File: src/rtl/pinaipple_bus_pkg.sv
// Shared types and the default device address map for the pinaipple data-bus router.
package pinaipple_bus_pkg;

  localparam int NUM_DEVICES = 5;
  localparam int MAP_ADDR_W  = 32;

  // One extra code beyond the last device marks an unmapped (error) target.
  typedef logic [$clog2(NUM_DEVICES+1)-1:0] dev_id_t;
  localparam dev_id_t ERR_ID = dev_id_t'(NUM_DEVICES);

  // Index order: RAM, GPIO, UART, Timer, SimCtrl.
  localparam logic [MAP_ADDR_W-1:0] DEV_BASE_DEFAULT [NUM_DEVICES] = '{
    32'h0010_0000, 32'h8000_0000, 32'h8000_1000, 32'h8000_2000, 32'h0002_0000
  };
  localparam logic [MAP_ADDR_W-1:0] DEV_MASK_DEFAULT [NUM_DEVICES] = '{
    32'hFFFF_0000, 32'hFFFF_F000, 32'hFFFF_F000, 32'hFFFF_F000, 32'hFFFF_FC00
  };

  function automatic logic addr_hit(input logic [MAP_ADDR_W-1:0] addr,
                                    input logic [MAP_ADDR_W-1:0] base,
                                    input logic [MAP_ADDR_W-1:0] mask);
    return (addr & mask) == base;
  endfunction

endpackage

File: src/rtl/pinaipple_id_fifo.sv
// Small FIFO of device IDs tracking outstanding bus requests in issue order.
module pinaipple_id_fifo
  import pinaipple_bus_pkg::*;
#(
  parameter int Depth = 2,
  parameter int CntW  = $clog2(Depth+1)
) (
  input  logic            clk_i,
  input  logic            rst_i,
  input  logic            push_i,
  input  dev_id_t         data_i,
  input  logic            pop_i,
  output dev_id_t         head_o,
  output dev_id_t         tail_o,
  output logic [CntW-1:0] count_o
);

  localparam int PtrW = (Depth > 1) ? $clog2(Depth) : 1;

  dev_id_t         mem_q [Depth];
  dev_id_t         tail_q;
  logic [PtrW-1:0] rd_ptr_q, wr_ptr_q;
  logic [CntW-1:0] count_q;

  function automatic logic [PtrW-1:0] ptr_inc(input logic [PtrW-1:0] p);
    return (p == PtrW'(Depth-1)) ? '0 : p + PtrW'(1);
  endfunction

  always_ff @(posedge clk_i) begin
    if (rst_i) begin
      rd_ptr_q <= '0;
      wr_ptr_q <= '0;
      count_q  <= '0;
    end else begin
      if (push_i) wr_ptr_q <= ptr_inc(wr_ptr_q);
      if (pop_i)  rd_ptr_q <= ptr_inc(rd_ptr_q);
      unique case ({push_i, pop_i})
        2'b10:   count_q <= count_q + CntW'(1);
        2'b01:   count_q <= count_q - CntW'(1);
        default: count_q <= count_q;
      endcase
    end
  end

  // Storage carries no reset; the count qualifies every read.
  always_ff @(posedge clk_i) begin
    if (push_i) begin
      mem_q[wr_ptr_q] <= data_i;
      tail_q          <= data_i;
    end
  end

  assign head_o  = mem_q[rd_ptr_q];
  assign tail_o  = tail_q;
  assign count_o = count_q;

endmodule

File: src/rtl/pinaipple_bus_router.sv
// Single-host, N-device OBI-style data-bus router with base/mask decode and in-order responses.
// Define PINAIPPLE_ROUTER_ERRLOG_EN to add the unmapped-access log outputs err_addr_o/err_cnt_o.
module pinaipple_bus_router
  import pinaipple_bus_pkg::*;
#(
  parameter int NumDevices     = NUM_DEVICES,
  parameter int AddrWidth      = 32,
  parameter int DataWidth      = 32,
  parameter int DevAddrWidth   = 20,
  parameter int MaxOutstanding = 2,
  parameter logic [AddrWidth-1:0] DevBase [NumDevices] = DEV_BASE_DEFAULT,
  parameter logic [AddrWidth-1:0] DevMask [NumDevices] = DEV_MASK_DEFAULT
) (
  input  logic                            clk_i,
  input  logic                            rst_i,
  input  logic                            host_req_i,
  output logic                            host_gnt_o,
  input  logic [AddrWidth-1:0]            host_addr_i,
  input  logic                            host_we_i,
  input  logic [DataWidth/8-1:0]          host_be_i,
  input  logic [DataWidth-1:0]            host_wdata_i,
  output logic                            host_rvalid_o,
  output logic [DataWidth-1:0]            host_rdata_o,
  output logic                            host_err_o,
  output logic [NumDevices-1:0]           dev_req_o,
  input  logic [NumDevices-1:0]           dev_gnt_i,
  output logic [DevAddrWidth-1:0]         dev_addr_o,
  output logic                            dev_we_o,
  output logic [DataWidth/8-1:0]          dev_be_o,
  output logic [DataWidth-1:0]            dev_wdata_o,
  input  logic [NumDevices-1:0]           dev_rvalid_i,
  input  logic [NumDevices*DataWidth-1:0] dev_rdata_i
`ifdef PINAIPPLE_ROUTER_ERRLOG_EN
  ,
  output logic [AddrWidth-1:0]            err_addr_o,
  output logic [15:0]                     err_cnt_o
`endif
);

  localparam int CntW = $clog2(MaxOutstanding+1);

  dev_id_t              sel, head, tail;
  logic [CntW-1:0]      cnt;
  logic                 ok, pop, err_armed;
  logic [NumDevices-1:0] rvalid_expect;

  assign dev_addr_o  = host_addr_i[DevAddrWidth-1:0];
  assign dev_we_o    = host_we_i;
  assign dev_be_o    = host_be_i;
  assign dev_wdata_o = host_wdata_i;

  // Descending scan so the lowest matching index has the final say.
  always_comb begin
    sel = ERR_ID;
    for (int i = NumDevices-1; i >= 0; i--) begin
      if (addr_hit(host_addr_i, DevBase[i], DevMask[i])) sel = dev_id_t'(i);
    end
  end

  always_comb begin
    host_rvalid_o = 1'b0;
    host_err_o    = 1'b0;
    host_rdata_o  = '0;
    pop           = 1'b0;
    rvalid_expect = '0;
    if (!rst_i && cnt != '0) begin
      if (head == ERR_ID) begin
        host_rvalid_o = err_armed;
        host_err_o    = err_armed;
        pop           = err_armed;
      end else begin
        for (int i = 0; i < NumDevices; i++) begin
          if (head == dev_id_t'(i)) begin
            rvalid_expect[i] = 1'b1;
            host_rvalid_o    = dev_rvalid_i[i];
            host_rdata_o     = dev_rdata_i[i*DataWidth +: DataWidth];
            pop              = dev_rvalid_i[i];
          end
        end
      end
    end
  end

  // A target switch waits for the tracker to drain; the last entry leaving this cycle counts as drained.
  always_comb begin
    ok = !rst_i && host_req_i && (int'(cnt) < MaxOutstanding) &&
         (cnt == '0 || tail == sel || (cnt == CntW'(1) && pop));
    dev_req_o  = '0;
    host_gnt_o = 1'b0;
    for (int i = 0; i < NumDevices; i++) begin
      if (sel == dev_id_t'(i)) begin
        dev_req_o[i] = ok;
        host_gnt_o   = ok && dev_gnt_i[i];
      end
    end
    if (sel == ERR_ID) host_gnt_o = ok;
  end

  pinaipple_id_fifo #(
    .Depth (MaxOutstanding),
    .CntW  (CntW)
  ) u_id_fifo (
    .clk_i   (clk_i),
    .rst_i   (rst_i),
    .push_i  (host_gnt_o),
    .data_i  (sel),
    .pop_i   (pop),
    .head_o  (head),
    .tail_o  (tail),
    .count_o (cnt)
  );

  // Armed when the entry at head next cycle is an error entry, giving a one-cycle error response.
  always_ff @(posedge clk_i) begin
    if (rst_i) begin
      err_armed <= 1'b0;
    end else if (cnt == '0 || (cnt == CntW'(1) && pop)) begin
      err_armed <= host_gnt_o && (sel == ERR_ID);
    end else begin
      err_armed <= (head == ERR_ID);
    end
  end

  always_ff @(posedge clk_i) begin
    if (!rst_i) begin
      assert ((dev_rvalid_i & ~rvalid_expect) == '0)
        else $warning("dev_rvalid_i %b arrived outside the tracker head", dev_rvalid_i);
    end
  end

`ifdef PINAIPPLE_ROUTER_ERRLOG_EN
  always_ff @(posedge clk_i) begin
    if (rst_i) begin
      err_addr_o <= '0;
      err_cnt_o  <= '0;
    end else if (host_gnt_o && sel == ERR_ID) begin
      err_addr_o <= host_addr_i;
      if (err_cnt_o != 16'hFFFF) err_cnt_o <= err_cnt_o + 16'd1;
    end
  end
`endif

endmodule

File: config.mk
export PLATFORM = sky130hd
export DESIGN_NAME = pinaipple_bus_router
export DESIGN_NICKNAME = d
export VERILOG_FILES = /design/src/rtl/pinaipple_bus_pkg.sv /design/src/rtl/pinaipple_id_fifo.sv /design/src/rtl/pinaipple_bus_router.sv
export SDC_FILE = /design/constraint.sdc
export NUM_CORES = 1
export LEC_CHECK = 0
export CORE_AREA = 2 2 131 133
export DETAILED_ROUTE_END_ITERATION = 16
export DIE_AREA = 0 0 133 135
export SLEW_MARGIN = 25
export SYNTH_ARGS = -nofsm -noshare
export SYNTH_HDL_FRONTEND = slang
export SYNTH_HIERARCHICAL = 1
export SYNTH_SLANG_ARGS = --single-unit
File: constraint.sdc
create_clock -name clk_i -period 4.84 [get_ports clk_i]
set_input_delay 0.968 -clock clk_i [delete_from_list [all_inputs] [get_ports clk_i]]
set_output_delay 0.968 -clock clk_i [all_outputs]
set_load 0.03 [all_outputs]
==> results.cfg, run 1 <==
[outcome]
status = complete, no violations

[place]
placed_area_um2 = 4945
place_congestion = 0.7892
hpwl_um = 10760
dp_cells = 678
port_buffers = 244

[clock_network]
insertion_delay_ns = 0.25
clock-sinks = 15
htree_levels = 1
cts_hold_buf = 0
root_buffer = clkbuf_16
ctsResizeCount = 0
cts_tree = yes
cts_inserted_buffers = 3
cts_setup_buffers = 0
clk_pin_slew_ns = 0.05
cts_max_path_buffers = 2

[timing]
hold_slack_ns = 0.5226
max_freq_mhz = 218.6
fin_skew_ns = 0.002479
final.min_clock_period_ns = 4.574
fin_tns_setup_ns = 0
rsz0062_at_grt = no
setup_violations = 0
final_max_slew_viol_count = 0
finalHoldViolations = 0
tightest_slew_ns = 0.5273
relSlewSlack_pct = 64.84
fin_crit_sh_pct = 94.51

[die]
initial_core_util_pct = 15.94
boundaryPins = 339
rows = 47
design.die.area_um2 = 17960
die_y_um = 135
dieWidth_um = 133
core-area_um2 = 16410

[yosys]
syn-num-nets = 523
synth_edf_count = 9
postSynth.asyncResetShare_pct = 0
netlist.area_leader.share_pct = 27.56
yosys.area.top_type = mux4_2
synth_most_common_cell = buf_4
ys.flop_type = edfxtp_1
synth_warnings = 6
synth_area_leaders = mux4_2 28%, buf_4 16%, edfxtp_1 10%
synth.top_cells.by_count = 57 x buf_4, 39 x nor2_1, 33 x a22oi_1
synth_cell_types = 47
post_synth.cell_area_avg_um2 = 9.339
synth_seq_cells = 15
yosysSeqAreaShare_pct = 14.93
synthCells = 280
syn-cell-area_um2 = 2615

[global_routing]
grt_overflow = 0
grt_max_degree = 33
antenna_found_initial = 0
grt_pass1_wl_um = 18540
grt_use_total_pct = 13.21
grt_pass1_vias = 3166

[finish]
nNetsFinal = 706
stdcell_count = 682
drive_above_1_share_pct = 15.37
areaGrowthSynthToFinish_pct = 92.25
final_cell_area_um2 = 5027
antenna_cells = 0
final_util_pct = 30.64

[setup_path]
cp_slowest_stage_delay_ns = 0.56
required_ns = 3.87
cp-end-kind = primary output
path_buf_inv = 2
crit_family = compound AO/OA/AOI/OAI gates
crit_path_max_fanout = 6
reg2reg_slack_ns = 1.30
path_cells = clkdlybuf4s50_1 > or4_4 > or3_4 > a211o_4 > xor2_2 > o31ai_2 > a21boi_1 > buf_4
cp-start-kind = input pin
cp_slowest_cell = or4_4
cp_data_arrival_time_ns = 3.61
path_class = input pin to primary output

[routing]
vias = 3011
dr.first_iter.drc_count = 144
first_pass_iters = 4
antenna_left = 0
routedWlPerCell_um = 18.82
drc = 0
finalWirelength_um = 12830
viasPerCell = 4.415

[power_and_ir_drop]
ir_drop_mv = 0.09938
power_density_nw_per_um2 = 136.2
leakage_nw = 1.636

[flow_run]
drv_cap = 0

[hold_path]
min_path_type = register to register
## sequential cells by signal (all words and copies together), names as in the netlist, named ones only
name                cells
u_id_fifo/wr_ptr_q      1
u_id_fifo/mem_q         6
u_id_fifo/count_o       2
err_armed               1
u_id_fifo/tail_o        3
u_id_fifo/rd_ptr_q      1
## cells in the final DEF, fill, tap and decap left out, types with 2 or more instances in the layout
master,Yosys,final
xor2_1,2,2
a31o_2,2,2
nand2_1,6,6
xnor2_1,3,3
o211ai_1,3,3
nand4_1,3,3
nor4_1,4,4
nand3_1,2,2
or3_1,4,4
inv_1,5,5
buf_12,0,5
dfxtp_1,6,6
nor3_1,6,5
o31ai_2,2,2
mux4_2,32,32
edfxtp_1,9,9
a22oi_1,33,33
a21oi_1,2,2
mux2_2,3,3
and3_1,3,3
mux2i_1,2,2
nand3b_1,2,2
and2_1,4,4
buf_4,57,15
o21ai_0,5,5
nor2_1,39,39
clkbuf_16,0,3
or4_1,2,2
nor2b_1,3,3
clkdlybuf4s50_1,0,233
## power by group
group          total, mW  switching [mW]  internal, mW
Sequential         0.155         0.00858         0.147
Combinational      0.368           0.133         0.235
Clock              0.162          0.0505         0.111
## routing by layer
layer / track usage (%) / part of all wire, % / wire [um] / vias up
met5: 0 / 0 / 0 / -
met4: 1.434 / 0.25 / 32 / 0
li1: - / - / - / 1385
met2: 23.98 / 51 / 6514 / 192
met1: 15.88 / 39 / 5030 / 1430
met3: 4.017 / 9.8 / 1254 / 4
## cells by family after synthesis
family	synth area share (%)
adder cells (fa/ha/maj)	0.4784
multiplexers	29.62
flip-flops	14.93
AO/OA/AOI/OAI	16.22
XOR/XNOR	2.297
AND/OR/NAND/NOR	16.65
buffers and inverters	19.81
## layout make-up
class / count / area [um^2]
fillers: 1674 / 11380
repair buffers: 253 / 2545
multi-input cells: 184 / 1712
clock buffers: 3 / 75.07
flip-flops and latches: 15 / 390.4
inverters: 6 / 22.52
clock inverters: 1 / 7.507
well taps: 220 / 275.3
## worst paths after layout
| path | startpoint | to | cells past startpoint |
|---|---|---|---|
| hold / removal | u_id_fifo/rd_ptr_q$_SDFFE_PP0P_ | u_id_fifo/rd_ptr_q$_SDFFE_PP0P_ | 2 |
| setup reg to reg | register | u_id_fifo/count_o[1]$_SDFFE_PP0P_ | 12 |
| hold reg to reg | u_id_fifo/rd_ptr_q$_SDFFE_PP0P_ | u_id_fifo/rd_ptr_q$_SDFFE_PP0P_ | 2 |
| setup / recovery | host_addr_i[29] | host_gnt_o | 8 |
## per-stage QoR
stage,worst slack [ns],power (mW)
2_1_floorplan,0.3933,0.3877
3_3_place_gp,0.3122,0.5216
3_5_place_dp,0.2612,0.5271
4_1_cts,0.2504,0.6922
5_1_grt,0.1242,0.7215
6_report,0.2659,0.6849
## worst reg2reg max path: stages, from the launching register on
cell	delay, ns
dfxtp_1	0.33
mux2_2	0.58
nand3b_1	0.24
o211ai_1	0.16
nand4b_1	0.34
a31o_2	0.36
o31ai_2	0.09
a21boi_1	0.28
buf_4	0.19
inv_1	0.06
ha_1	0.33
or3_1	0.38
a21oi_1	0.14
No activity file was read; power rests on OpenSTA's default activity.
==> run 2: changes to the inputs <==
--- a/config.mk
+++ b/config.mk
@@ -5,10 +5,11 @@
 export SDC_FILE = /design/constraint.sdc
 export NUM_CORES = 1
 export LEC_CHECK = 0
+export CAP_MARGIN = 20
 export CORE_AREA = 2 2 131 133
 export DETAILED_ROUTE_END_ITERATION = 16
 export DIE_AREA = 0 0 133 135
-export SLEW_MARGIN = 25
+export SLEW_MARGIN = 20
 export SYNTH_ARGS = -nofsm -noshare
 export SYNTH_HDL_FRONTEND = slang
 export SYNTH_HIERARCHICAL = 1
==> results of run 2 <==
The final DEF is identical to that of run 1; final timing and power are the same.
